==> config.mk <==
export PLATFORM = sky130hd
export DESIGN_NAME = alu_execute_flat
export DESIGN_NICKNAME = d
export VERILOG_FILES = /design/src/rtl/alu_execute_if.sv /design/src/rtl/alu_execute.sv /design/src/flat_wrapper.sv
export SDC_FILE = /design/constraint.sdc
export NUM_CORES = 1
export LEC_CHECK = 0
export ABC_AREA = 1
export CAP_MARGIN = 20
export CORE_ASPECT_RATIO = 1.1
export CORE_MARGIN = 1
export CORE_UTILIZATION = 25
export CTS_BUF_LIST = sky130_fd_sc_hd__clkbuf_4 sky130_fd_sc_hd__clkbuf_8
export CTS_CLUSTER_SIZE = 24
export DETAILED_ROUTE_END_ITERATION = 8
export PLACE_DENSITY = 0.44
export SLEW_MARGIN = 20
export SYNTH_ARGS = -nofsm -noshare
export SYNTH_HDL_FRONTEND = slang
export SYNTH_SLANG_ARGS = --single-unit
==> constraint.sdc <==
create_clock -name clock -period 0.9 [get_ports clock]
set_clock_uncertainty 0.15 [all_clocks]
set_input_delay 0.135 -clock clock [delete_from_list [all_inputs] [get_ports clock]]
set_output_delay 0.135 -clock clock [all_outputs]
set_load 0.02 [all_outputs]
==> src/rtl/alu_execute_if.sv <==
`default_nettype none
// ============================================================================
//  Module      : alu_execute_if
//  Description : Operand/control bundle from the execute preprocessor into the
//                execute-stage ALU, plus the ALU result/flag/handshake returns.
//                master : upstream stage (drives operands and enables)
//                slave  : alu_execute (drives result, flags, valid_out, busy)
//  Signals     : enable_arith, enable_shift, aluin1, aluin2, operation,
//                opselect, shift_number  (master -> slave)
//                aluout, carry, overflow, valid_out, busy  (slave -> master)
//  Revision    : 1.0  initial release
// ============================================================================
interface alu_execute_if #(
    parameter int WIDTH = 32
);
    logic             enable_arith;
    logic             enable_shift;
    logic [WIDTH-1:0] aluin1;
    logic [WIDTH-1:0] aluin2;
    logic [2:0]       operation;
    logic [2:0]       opselect;
    logic [4:0]       shift_number;
    logic [WIDTH-1:0] aluout;
    logic             carry;
    logic             overflow;
    logic             valid_out;
    logic             busy;

    modport master (
        output enable_arith, enable_shift, aluin1, aluin2,
               operation, opselect, shift_number,
        input  aluout, carry, overflow, valid_out, busy
    );

    modport slave (
        input  enable_arith, enable_shift, aluin1, aluin2,
               operation, opselect, shift_number,
        output aluout, carry, overflow, valid_out, busy
    );
endinterface
`default_nettype wire

==> src/rtl/alu_execute.sv <==
`default_nettype none
// ============================================================================
//  Module      : alu_execute
//  Description : Execute-stage ALU. Arithmetic, logic and memory-read
//                pass-through complete in one cycle. Shifts are either a
//                single-cycle barrel shift (default) or an iterative
//                one-bit-per-cycle shifter with a busy stall when the macro
//                ALU_SERIAL_SHIFT_EN is defined. Results are identical in
//                both builds; only shift latency and busy differ.
//  Ports       : clock  - rising-edge clock
//                reset  - asynchronous, active-low reset
//                bus    - alu_execute_if.slave (operands, enables, result,
//                         carry, overflow, valid_out, busy)
//  Revision    : 1.0  initial release
// ============================================================================
module alu_execute #(
    parameter int WIDTH = 32
) (
    input wire           clock,
    input wire           reset,
    alu_execute_if.slave bus
);

    localparam logic [2:0] OPSEL_SHIFT = 3'b000;
    localparam logic [2:0] OPSEL_ARITH = 3'b001;
    localparam logic [2:0] OPSEL_MEMRD = 3'b101;

    localparam logic [2:0] OP_ADD  = 3'b000;
    localparam logic [2:0] OP_HADD = 3'b001;
    localparam logic [2:0] OP_SUB  = 3'b010;
    localparam logic [2:0] OP_NOT  = 3'b011;
    localparam logic [2:0] OP_AND  = 3'b100;
    localparam logic [2:0] OP_OR   = 3'b101;
    localparam logic [2:0] OP_XOR  = 3'b110;
    localparam logic [2:0] OP_LHG  = 3'b111;

    logic             arith_req;
    logic             shift_req;
    logic             arith_accept;
    logic             shift_done;
    logic [WIDTH-1:0] shift_value;
    logic             busy_flag;

    logic [WIDTH-1:0] result;
    logic             carry_flag;
    logic             overflow_flag;
    logic             valid_pulse;

    // Arith wins a collision, so a shift is only a request when arith is idle.
    assign arith_req = bus.enable_arith &&
                       ((bus.opselect == OPSEL_ARITH) || (bus.opselect == OPSEL_MEMRD));
    assign shift_req = bus.enable_shift && !bus.enable_arith &&
                       (bus.opselect == OPSEL_SHIFT);

    // ------------------------------------------------------------------
    // Arithmetic / logic / memory-read datapath
    // ------------------------------------------------------------------
    logic [WIDTH:0]   sum_ext;
    logic [16:0]      half_sum;
    logic [WIDTH-1:0] diff;
    logic [WIDTH-1:0] arith_res;
    logic             arith_carry;
    logic             arith_ovf;

    always_comb begin
        sum_ext     = {1'b0, bus.aluin1} + {1'b0, bus.aluin2};
        half_sum    = {1'b0, bus.aluin1[15:0]} + {1'b0, bus.aluin2[15:0]};
        diff        = bus.aluin1 - bus.aluin2;
        arith_res   = '0;
        arith_carry = 1'b0;
        arith_ovf   = 1'b0;
        if (bus.opselect == OPSEL_MEMRD) begin
            arith_res = bus.aluin2;
        end else begin
            case (bus.operation)
                OP_ADD: begin
                    arith_res   = sum_ext[WIDTH-1:0];
                    arith_carry = sum_ext[WIDTH];
                    // Like-signed operands producing an opposite-signed sum.
                    arith_ovf   = (bus.aluin1[WIDTH-1] == bus.aluin2[WIDTH-1]) &&
                                  (sum_ext[WIDTH-1] != bus.aluin1[WIDTH-1]);
                end
                OP_HADD: begin
                    arith_res   = {{(WIDTH-16){half_sum[15]}}, half_sum[15:0]};
                    arith_carry = half_sum[16];
                    arith_ovf   = (bus.aluin1[15] == bus.aluin2[15]) &&
                                  (half_sum[15] != bus.aluin1[15]);
                end
                OP_SUB: begin
                    arith_res   = diff;
                    arith_carry = (bus.aluin1 < bus.aluin2);
                    // Differently-signed operands where the result takes B's sign.
                    arith_ovf   = (bus.aluin1[WIDTH-1] != bus.aluin2[WIDTH-1]) &&
                                  (diff[WIDTH-1] != bus.aluin1[WIDTH-1]);
                end
                OP_NOT:  arith_res = ~bus.aluin2;
                OP_AND:  arith_res = bus.aluin1 & bus.aluin2;
                OP_OR:   arith_res = bus.aluin1 | bus.aluin2;
                OP_XOR:  arith_res = bus.aluin1 ^ bus.aluin2;
                OP_LHG:  arith_res = {bus.aluin2[15:0], {(WIDTH-16){1'b0}}};
                default: arith_res = '0;
            endcase
        end
    end

`ifdef ALU_SERIAL_SHIFT_EN
    // ------------------------------------------------------------------
    // Iterative shifter: one bit per cycle, busy while in SHIFT
    // ------------------------------------------------------------------
    typedef enum logic [0:0] {
        IDLE  = 1'b0,
        SHIFT = 1'b1
    } state_t;

    state_t           state;
    state_t           next_state;
    logic [WIDTH-1:0] shift_reg;
    logic [4:0]       count;
    logic [2:0]       mode;
    logic [WIDTH-1:0] shift_step;

    always_comb begin
        shift_step = shift_reg;
        case (mode)
            3'b000, 3'b001: shift_step = {shift_reg[WIDTH-2:0], 1'b0};
            3'b010:         shift_step = {1'b0, shift_reg[WIDTH-1:1]};
            3'b011:         shift_step = {shift_reg[WIDTH-1], shift_reg[WIDTH-1:1]};
            default:        shift_step = shift_reg;
        endcase
    end

    always_comb begin
        next_state = state;
        case (state)
            IDLE:    if (shift_req && (bus.shift_number != 5'd0)) next_state = SHIFT;
            SHIFT:   if (count == 5'd1) next_state = IDLE;
            default: next_state = IDLE;
        endcase
    end

    always_ff @(posedge clock or negedge reset) begin
        if (!reset) begin
            state     <= IDLE;
            shift_reg <= '0;
            count     <= 5'd0;
            mode      <= 3'b000;
            busy_flag <= 1'b0;
        end else begin
            state     <= next_state;
            busy_flag <= (next_state == SHIFT);
            if (state == IDLE) begin
                if (shift_req && (bus.shift_number != 5'd0)) begin
                    shift_reg <= bus.aluin1;
                    count     <= bus.shift_number;
                    mode      <= bus.operation;
                end
            end else begin
                shift_reg <= shift_step;
                count     <= count - 5'd1;
            end
        end
    end

    // All enables are ignored while a serial shift is in flight.
    assign arith_accept = arith_req && (state == IDLE);
    assign shift_done   = ((state == IDLE) && shift_req && (bus.shift_number == 5'd0)) ||
                          ((state == SHIFT) && (count == 5'd1));
    assign shift_value  = (state == SHIFT) ? shift_step : bus.aluin1;
`else
    // ------------------------------------------------------------------
    // Single-cycle barrel shifter
    // ------------------------------------------------------------------
    logic [WIDTH-1:0] barrel;

    always_comb begin
        barrel = bus.aluin1;
        case (bus.operation)
            3'b000, 3'b001: barrel = bus.aluin1 << bus.shift_number;
            3'b010:         barrel = bus.aluin1 >> bus.shift_number;
            3'b011:         barrel = $unsigned($signed(bus.aluin1) >>> bus.shift_number);
            default:        barrel = bus.aluin1;
        endcase
    end

    assign arith_accept = arith_req;
    assign shift_done   = shift_req;
    assign shift_value  = barrel;
    assign busy_flag    = 1'b0;
`endif

    // ------------------------------------------------------------------
    // Result / flag register. Shifts leave carry and overflow untouched.
    // ------------------------------------------------------------------
    always_ff @(posedge clock or negedge reset) begin
        if (!reset) begin
            result        <= '0;
            carry_flag    <= 1'b0;
            overflow_flag <= 1'b0;
            valid_pulse   <= 1'b0;
        end else begin
            valid_pulse <= 1'b0;
            if (arith_accept) begin
                result        <= arith_res;
                carry_flag    <= arith_carry;
                overflow_flag <= arith_ovf;
                valid_pulse   <= 1'b1;
            end else if (shift_done) begin
                result      <= shift_value;
                valid_pulse <= 1'b1;
            end
        end
    end

    assign bus.aluout    = result;
    assign bus.carry     = carry_flag;
    assign bus.overflow  = overflow_flag;
    assign bus.valid_out = valid_pulse;
    assign bus.busy      = busy_flag;

endmodule
`default_nettype wire

==> src/flat_wrapper.sv <==
// flat-port wrapper written by rule: the top's interface ports become plain ports
module alu_execute_flat 
#(
    parameter int WIDTH = 32
)
  (clock, reset, bus_enable_arith, bus_enable_shift, bus_aluin1, bus_aluin2, bus_operation, bus_opselect, bus_shift_number, bus_aluout, bus_carry, bus_overflow, bus_valid_out, bus_busy);
  alu_execute_if #(.WIDTH(WIDTH)) bus_i ();
  input wire clock;
  input wire reset;
  input wire logic [$bits(bus_i.enable_arith)-1:0] bus_enable_arith;
  input wire logic [$bits(bus_i.enable_shift)-1:0] bus_enable_shift;
  input wire logic [$bits(bus_i.aluin1)-1:0] bus_aluin1;
  input wire logic [$bits(bus_i.aluin2)-1:0] bus_aluin2;
  input wire logic [$bits(bus_i.operation)-1:0] bus_operation;
  input wire logic [$bits(bus_i.opselect)-1:0] bus_opselect;
  input wire logic [$bits(bus_i.shift_number)-1:0] bus_shift_number;
  output wire logic [$bits(bus_i.aluout)-1:0] bus_aluout;
  output wire logic [$bits(bus_i.carry)-1:0] bus_carry;
  output wire logic [$bits(bus_i.overflow)-1:0] bus_overflow;
  output wire logic [$bits(bus_i.valid_out)-1:0] bus_valid_out;
  output wire logic [$bits(bus_i.busy)-1:0] bus_busy;
  assign bus_i.enable_arith = bus_enable_arith;
  assign bus_i.enable_shift = bus_enable_shift;
  assign bus_i.aluin1 = bus_aluin1;
  assign bus_i.aluin2 = bus_aluin2;
  assign bus_i.operation = bus_operation;
  assign bus_i.opselect = bus_opselect;
  assign bus_i.shift_number = bus_shift_number;
  assign bus_aluout = bus_i.aluout;
  assign bus_carry = bus_i.carry;
  assign bus_overflow = bus_i.overflow;
  assign bus_valid_out = bus_i.valid_out;
  assign bus_busy = bus_i.busy;
  alu_execute #(.WIDTH(WIDTH)) u_core (.clock(clock), .reset(reset), .bus(bus_i));
endmodule
# After elaboration in Yosys (flattened, before gate mapping)
# Index checks and enable logic that the tools add are counted.
# W data, S select, Z words.
dict set report word_totals {
  register_bits 35
  out_inout_bits 36
  elab_cells 53
}
dict set report classes {
  add_sub_neg 3
  magnitude_cmp 1
  n_eq_ne 15
  shift 3
  mux 11
  bitwise_logic 4
  reduce_logical 12
}
# op n
set op_table {}
lappend op_table {{$pmux W32 S8} 1}
lappend op_table {{$mux W32} 3}
lappend op_table {{$pmux W32 S3} 1}
lappend op_table {{$add A32 B32 Y33} 1}
lappend op_table {{$and A32 B32 Y32} 1}
lappend op_table {{$lt A32 B32 Y1} 1}
lappend op_table {{$not A32 Y32} 1}
lappend op_table {{$or A32 B32 Y32} 1}
lappend op_table {{$shl A32 B5 Y32} 1}
lappend op_table {{$shr A32 B5 Y32} 1}
lappend op_table {{$sshr A32 B5 Y32} 1}
lappend op_table {{$sub A32 B32 Y32} 1}
lappend op_table {{$xor A32 B32 Y32} 1}
lappend op_table {{$add A16 B16 Y17} 1}
lappend op_table {{$eq A3 B3 Y1 const B} 5}
lappend op_table {{$eq A3 B1 Y1 const B} 2}
lappend op_table {{$eq A3 B2 Y1 const B} 2}
lappend op_table {{$logic_and A1 B1 Y1} 6}
lappend op_table {{$logic_not A3 Y1} 2}
lappend op_table {{$pmux W1 S3} 2}
lappend op_table {{$mux W1} 4}
lappend op_table {{$ne A1 B1 Y1} 4}
lappend op_table {{$eq A1 B1 Y1} 2}
lappend op_table {{$reduce_bool A2 Y1} 1}
lappend op_table {{other kinds (3)} 3}

# Longest topological paths before layout
dict set report logic_depth {
  depth_word 5
  ltp_mapped 20
  mapped_depth_nobuf 19
}

# Worst setup path after synthesis
# OpenSTA, ideal clock, no wires.
dict set report synth_path {
  path_type {input to register}
  startpoint {input bus_aluin2[11]}
  endpoint {register u_core.result[20] (netlist: u_core.bus.aluout[20])}
  setup_ns 0.131
  t_arrival_ns 1.765
  setup_slack_ns -1.146
  stages 16
  path_buffers 2
  cell_sequence {inv_1 > ha_1 > buf_2 > nand2_2 > inv_2 > nand2_1 > inv_1 > a21oi_2 > nand3_1 > nand3_4 > buf_6 > nand3_2 > nor2_1 > nand2_1 > nand2_1 > a21oi_1}
}
dict set report synth_via {
  elab_chain_len 4
  word_cells_on_any_way 6
  cone_classes {3 x add/sub; 3 x mux}
}
# item line_no
set synth_lines {}
lappend synth_lines {{from (decl)} flat_wrapper.sv:13} ;# input wire logic [$bits(bus_i.aluin2)-1:0] bus_aluin2;
lappend synth_lines {{$sub A32 B32 Y32 (tied with other cells)} alu_execute.sv:68} ;# diff = bus.aluin1 - bus.aluin2;
lappend synth_lines {{$pmux W32 S8 (*)} alu_execute.sv:75} ;# case (bus.operation)
lappend synth_lines {{$mux W32 (*)} alu_execute.sv:72} ;# if (bus.opselect == OPSEL_MEMRD) begin
lappend synth_lines {{$mux W32 (*)} alu_execute.sv:202} ;# if (arith_accept) begin
lappend synth_lines {{to (signal assigned)} alu_execute.sv:203} ;# result <= arith_res;
lappend synth_lines {{to (signal assigned)} alu_execute.sv:208} ;# result <= shift_value;
lappend synth_lines {{to (decl)} alu_execute.sv:44} ;# logic [WIDTH-1:0] result;
# Every way passes the cells marked *; elsewhere a longest branch is shown, timed or not.
# A chain may end at the register's enable or synchronous reset.

# Worst setup path after layout
dict set report layout_path {
  startpoint {input bus_aluin1[7]}
  endpoint {register u_core.result[27] (netlist: u_core.bus.aluout[27])}
}
dict set report layout_via {
  elab_chain_len 4
  word_cells_on_any_way 11
  cone_classes {3 x add/sub; 3 x shift; 5 x mux}
}
# item line_no
set layout_lines {}
lappend layout_lines {{from (decl)} flat_wrapper.sv:12} ;# input wire logic [$bits(bus_i.aluin1)-1:0] bus_aluin1;
lappend layout_lines {{$sub A32 B32 Y32 (tied with other cells)} alu_execute.sv:68}
lappend layout_lines {{$pmux W32 S8 or $pmux W32 S3 (tied branches)} {alu_execute.sv:75, alu_execute.sv:177}}
lappend layout_lines {{$mux W32, on equally long branches} {alu_execute.sv:72, alu_execute.sv:207}}
lappend layout_lines {{$mux W32 (*)} alu_execute.sv:202}
# Every way passes the cells marked *; elsewhere a longest branch is shown, timed or not. The select of a mux whose other input is x is not followed.

==> metrics.md <==
| Metric | Value |
|---|---|
| Status | `finished with violations` |
| Failing checks | `setup timing` |
| Max FO, Critical Path | `7` |
| Initial DRC count | `1665` |
| Power Total | `0.0201 W` |
| Vias in the first global route | `20700` |
| CP max-delay cell | `a21oi_4` |
| # nets final | `3419` |
| Drt drc | `0` |
| Hold Violations, Final | `0` |
| CTS max path bufs | `2` |
| Critical Path End Type | `flop` |
| Final-report max-slew violation count | `0` |
| Global-route wire length before repair | `133000 µm` |
| Grt total ovfl | `0` |
| CP Launch Type | `input pin` |
| Final number of setup-violating endpoints | `70` |
| Post-Syn Area | `12700 µm²` |
| CTS root buffer | `clkbuf_8` |
| Antenna violations before repair | `1` |
| Clock slew seen by the registers of the worst setup and hold paths | `0.09 ns` |
| Req. time, crit path | `0.95 ns` |
| CTS tree | `built` |
| Cells after synthesis | `2468` |
| Worst path cell trace | `buf_8 -> buf_4 -> ha_4 -> nand2_1 -> nand2_2 -> nand2_4 -> nand2_4 -> a21oi_4 -> nand3_2 -> nand3_4 -> buf_6 -> nand2_1 -> inv_1 -> nand4_1 -> nand2_2 -> a21oi_2` |
| PwrDens | `836 nW/µm²` |
| Avg Cell Area, Syn | `5.15 µm²` |
| Period utilisation layout | `230%` |
| Core Box Area | `50100 µm²` |
| Largest net degree at the start of global routing | `22` |
| Ys Warns | `0` |
| RSZ-0062 raised after global routing | `true` |
| Synth Net Count | `2645` |
| Post-place setup slack | `-2.65 ns` |
| Most common cell after layout, fill and taps aside | `buf_4` |
| Multiplexer area fraction after synthesis | `0%` |
| Rel. slew slack | `64.9%` |
| Worst reg2reg startpoint | `u_core.bus.aluout[17]` |
| Buffer and inverter count on the worst path | `4` |
| First-pass iteration count of the detailed router | `6` |
| Area grow syn2layout | `88.9%` |
| Worst-skew pair later-pin latency | `0.30 ns` |
| Slew @ Worst Pin | `0.521 ns` |
| Flop and latch count out of synthesis | `35` |
| WP data arrival | `2.12 ns` |
| Fmax | `0.483 GHz` |
| Die H | `239 µm` |
| Share of synthesized registers carrying an async set or reset | `100%` |
| Via count of the routed design | `20700` |
| XOR/XNOR Fraction of Synth Area | `0.482%` |
| Predominant post-synthesis flop cell | `dfrtp_1` |
| Adder-cell share of the synthesized area | `9.76%` |
| Slowest cell delay on critical path | `0.22 ns` |
| Dpl hpwl | `74900 µm` |
| GRT Util Overall | `35.3%` |
| Hold Path Class | `input pin to asynchronous set/reset pin` |
| Largest family of logic cells by synthesized area | `simple AND/OR/NAND/NOR gates` |
| Ports | `115` |
| Reg2Reg Depth | `3` |
| H-Tree Depth | `2` |
| Row Count | `86` |
| Post-synth EDFFs | `0` |
| Number of routed nets with antenna violations | `0` |
| Number of vias per cell | `5.30` |
| Critical path class | `input pin to flop` |
| Compound-Gate Fraction of Synth Area | `17.6%` |
| GP Congestion | `1.06` |
| Leakage | `12.2 nW` |
| Netlist cell types | `59` |
| Family with the most delay on the worst path | `simple AND/OR/NAND/NOR gates` |
| Initial Util | `25.4%` |
| Routed WL per cell | `24.0 µm` |
| CTS buffer count | `5` |
| Die W | `217 µm` |
| Synth Area in Simple Gates | `49.4%` |
| Register area share after synthesis | `6.89%` |
| PortBufs | `113` |
| Final Worst Setup Slack | `-1.17 ns` |
| Most frequent cells in the layout | `buf_4 (651), nand2_1 (581), nand3_1 (282)` |
| Die Area | `51800 µm²` |
| Share of cells above drive strength 1 | `49.2%` |
| Maximum vdd drop | `0.000624 V` |
| Total wire length | `93600 µm` |
| Critical R2R Capture | `u_core.bus.aluout[17]` |
| Worst reg-to-reg setup slack | `-0.29 ns` |
| Max-cap violation count | `0` |
| Period minus WS final | `2.07 ns` |
| Clock sinks | `35` |
power breakdown:
group	internal, W	total, W	switching, W
clock network	0.000828	0.00158	0.000748
logic	0.00710	0.0162	0.00907
registers	0.00188	0.00234	0.000454
cell usage after synthesis, drive strengths merged, types with 6 or more instances:
cell    number  area (µm²)
xor2         6        52.6
inv        349        1320
o21bai       6        45.0
o22ai       43         269
nor3        21         126
ha          96        1200
clkbuf      32         120
and2         8        52.6
nand2      822        3150
nand4       33         206
nor2       207         807
buf         94         576
nand3      364        1850
dfrtp       35         876
o211ai      32         255
o21ai      122         626
o21a         6        45.0
a21oi      138         717
a221oi       6        58.8
a211oi      16         120
flip-flops by register name (all words and copies together) (netlist names):
name	flops
u_core.bus.carry	1
u_core.bus.aluout	32
u_core.bus.overflow	1
u_core.bus.valid_out	1
cell type report:
type	count	area (µm²)
Clock buffer	5	68.8
Fill cell	5328	26100
Antenna cell	2	5.00
Sequential cell	35	882
Tap cell	660	826
Timing Repair Buffer	893	7930
Inverter	350	1470
Multi-Input combinational cell	1957	12800
Clock inverter	3	43.8
repair_timing:
item	4_1_cts	5_1_grt
setup buffers	78	31
gates resized for setup	1067	340
setup endpoints to repair	70	70
pin swaps	226	208
cloned	9	0
hold buffers	1	0
endpoints found under the hold margin	35	0
through the flow:
stage                     cell area, µm²  hold slack (ns)  TNS, ns  util [%]  instances
after floorplan                    13200           -0.311   -30.59         -       2468
after global placement             19800           -0.172   -85.66      39.5       3790
after detailed placement           19800           -0.168   -85.13      39.5       3790
after CTS                          22700           0.0361   -46.57      45.3       3880
after global routing               24000           0.0500   -49.20      47.9       3903
final                              24000           0.0567   -46.08      47.9       3905
cell families after synthesis:
| kind of cell | count (synthesis) |
|---|---|
| AOI/OAI and AO/OA | 382 |
| xor gates and xnor gates | 7 |
| adders and majority gates | 98 |
| buffers and inverters | 476 |
| DFF | 35 |
| other | 1 |
| and+or+nand+nor | 1469 |
worst max-delay path by stage:
stage,from,endpoint,slack [ns],cells after the start
floorplan,bus_aluin2[13],u_core.bus.aluout[26],-1.05,17
global placement,bus_aluin1[10],u_core.bus.aluout[21],-2.68,16
detailed placement,bus_aluin1[10],u_core.bus.aluout[21],-2.65,16
CTS,bus_aluin2[11],u_core.bus.aluout[21],-1.17,17
global route,bus_aluin2[8],u_core.bus.aluout[21],-1.22,16
finish,bus_aluin1[7],u_core.bus.aluout[27],-1.17,16
layer usage:
layer | vias to the layer above | wire length (µm) | part of all wire [%] | track usage, %
li1 | 9589 | - | - | -
met1 | 9813 | 35600 | 38 | 41.1
met2 | 985 | 43900 | 47 | 59.9
met3 | 306 | 5900 | 6.3 | 3.60
met4 | 0 | 8270 | 8.8 | 26.4
met5 | - | 0 | 0 | 0
Note: power is estimated with default switching activity, not from simulation.
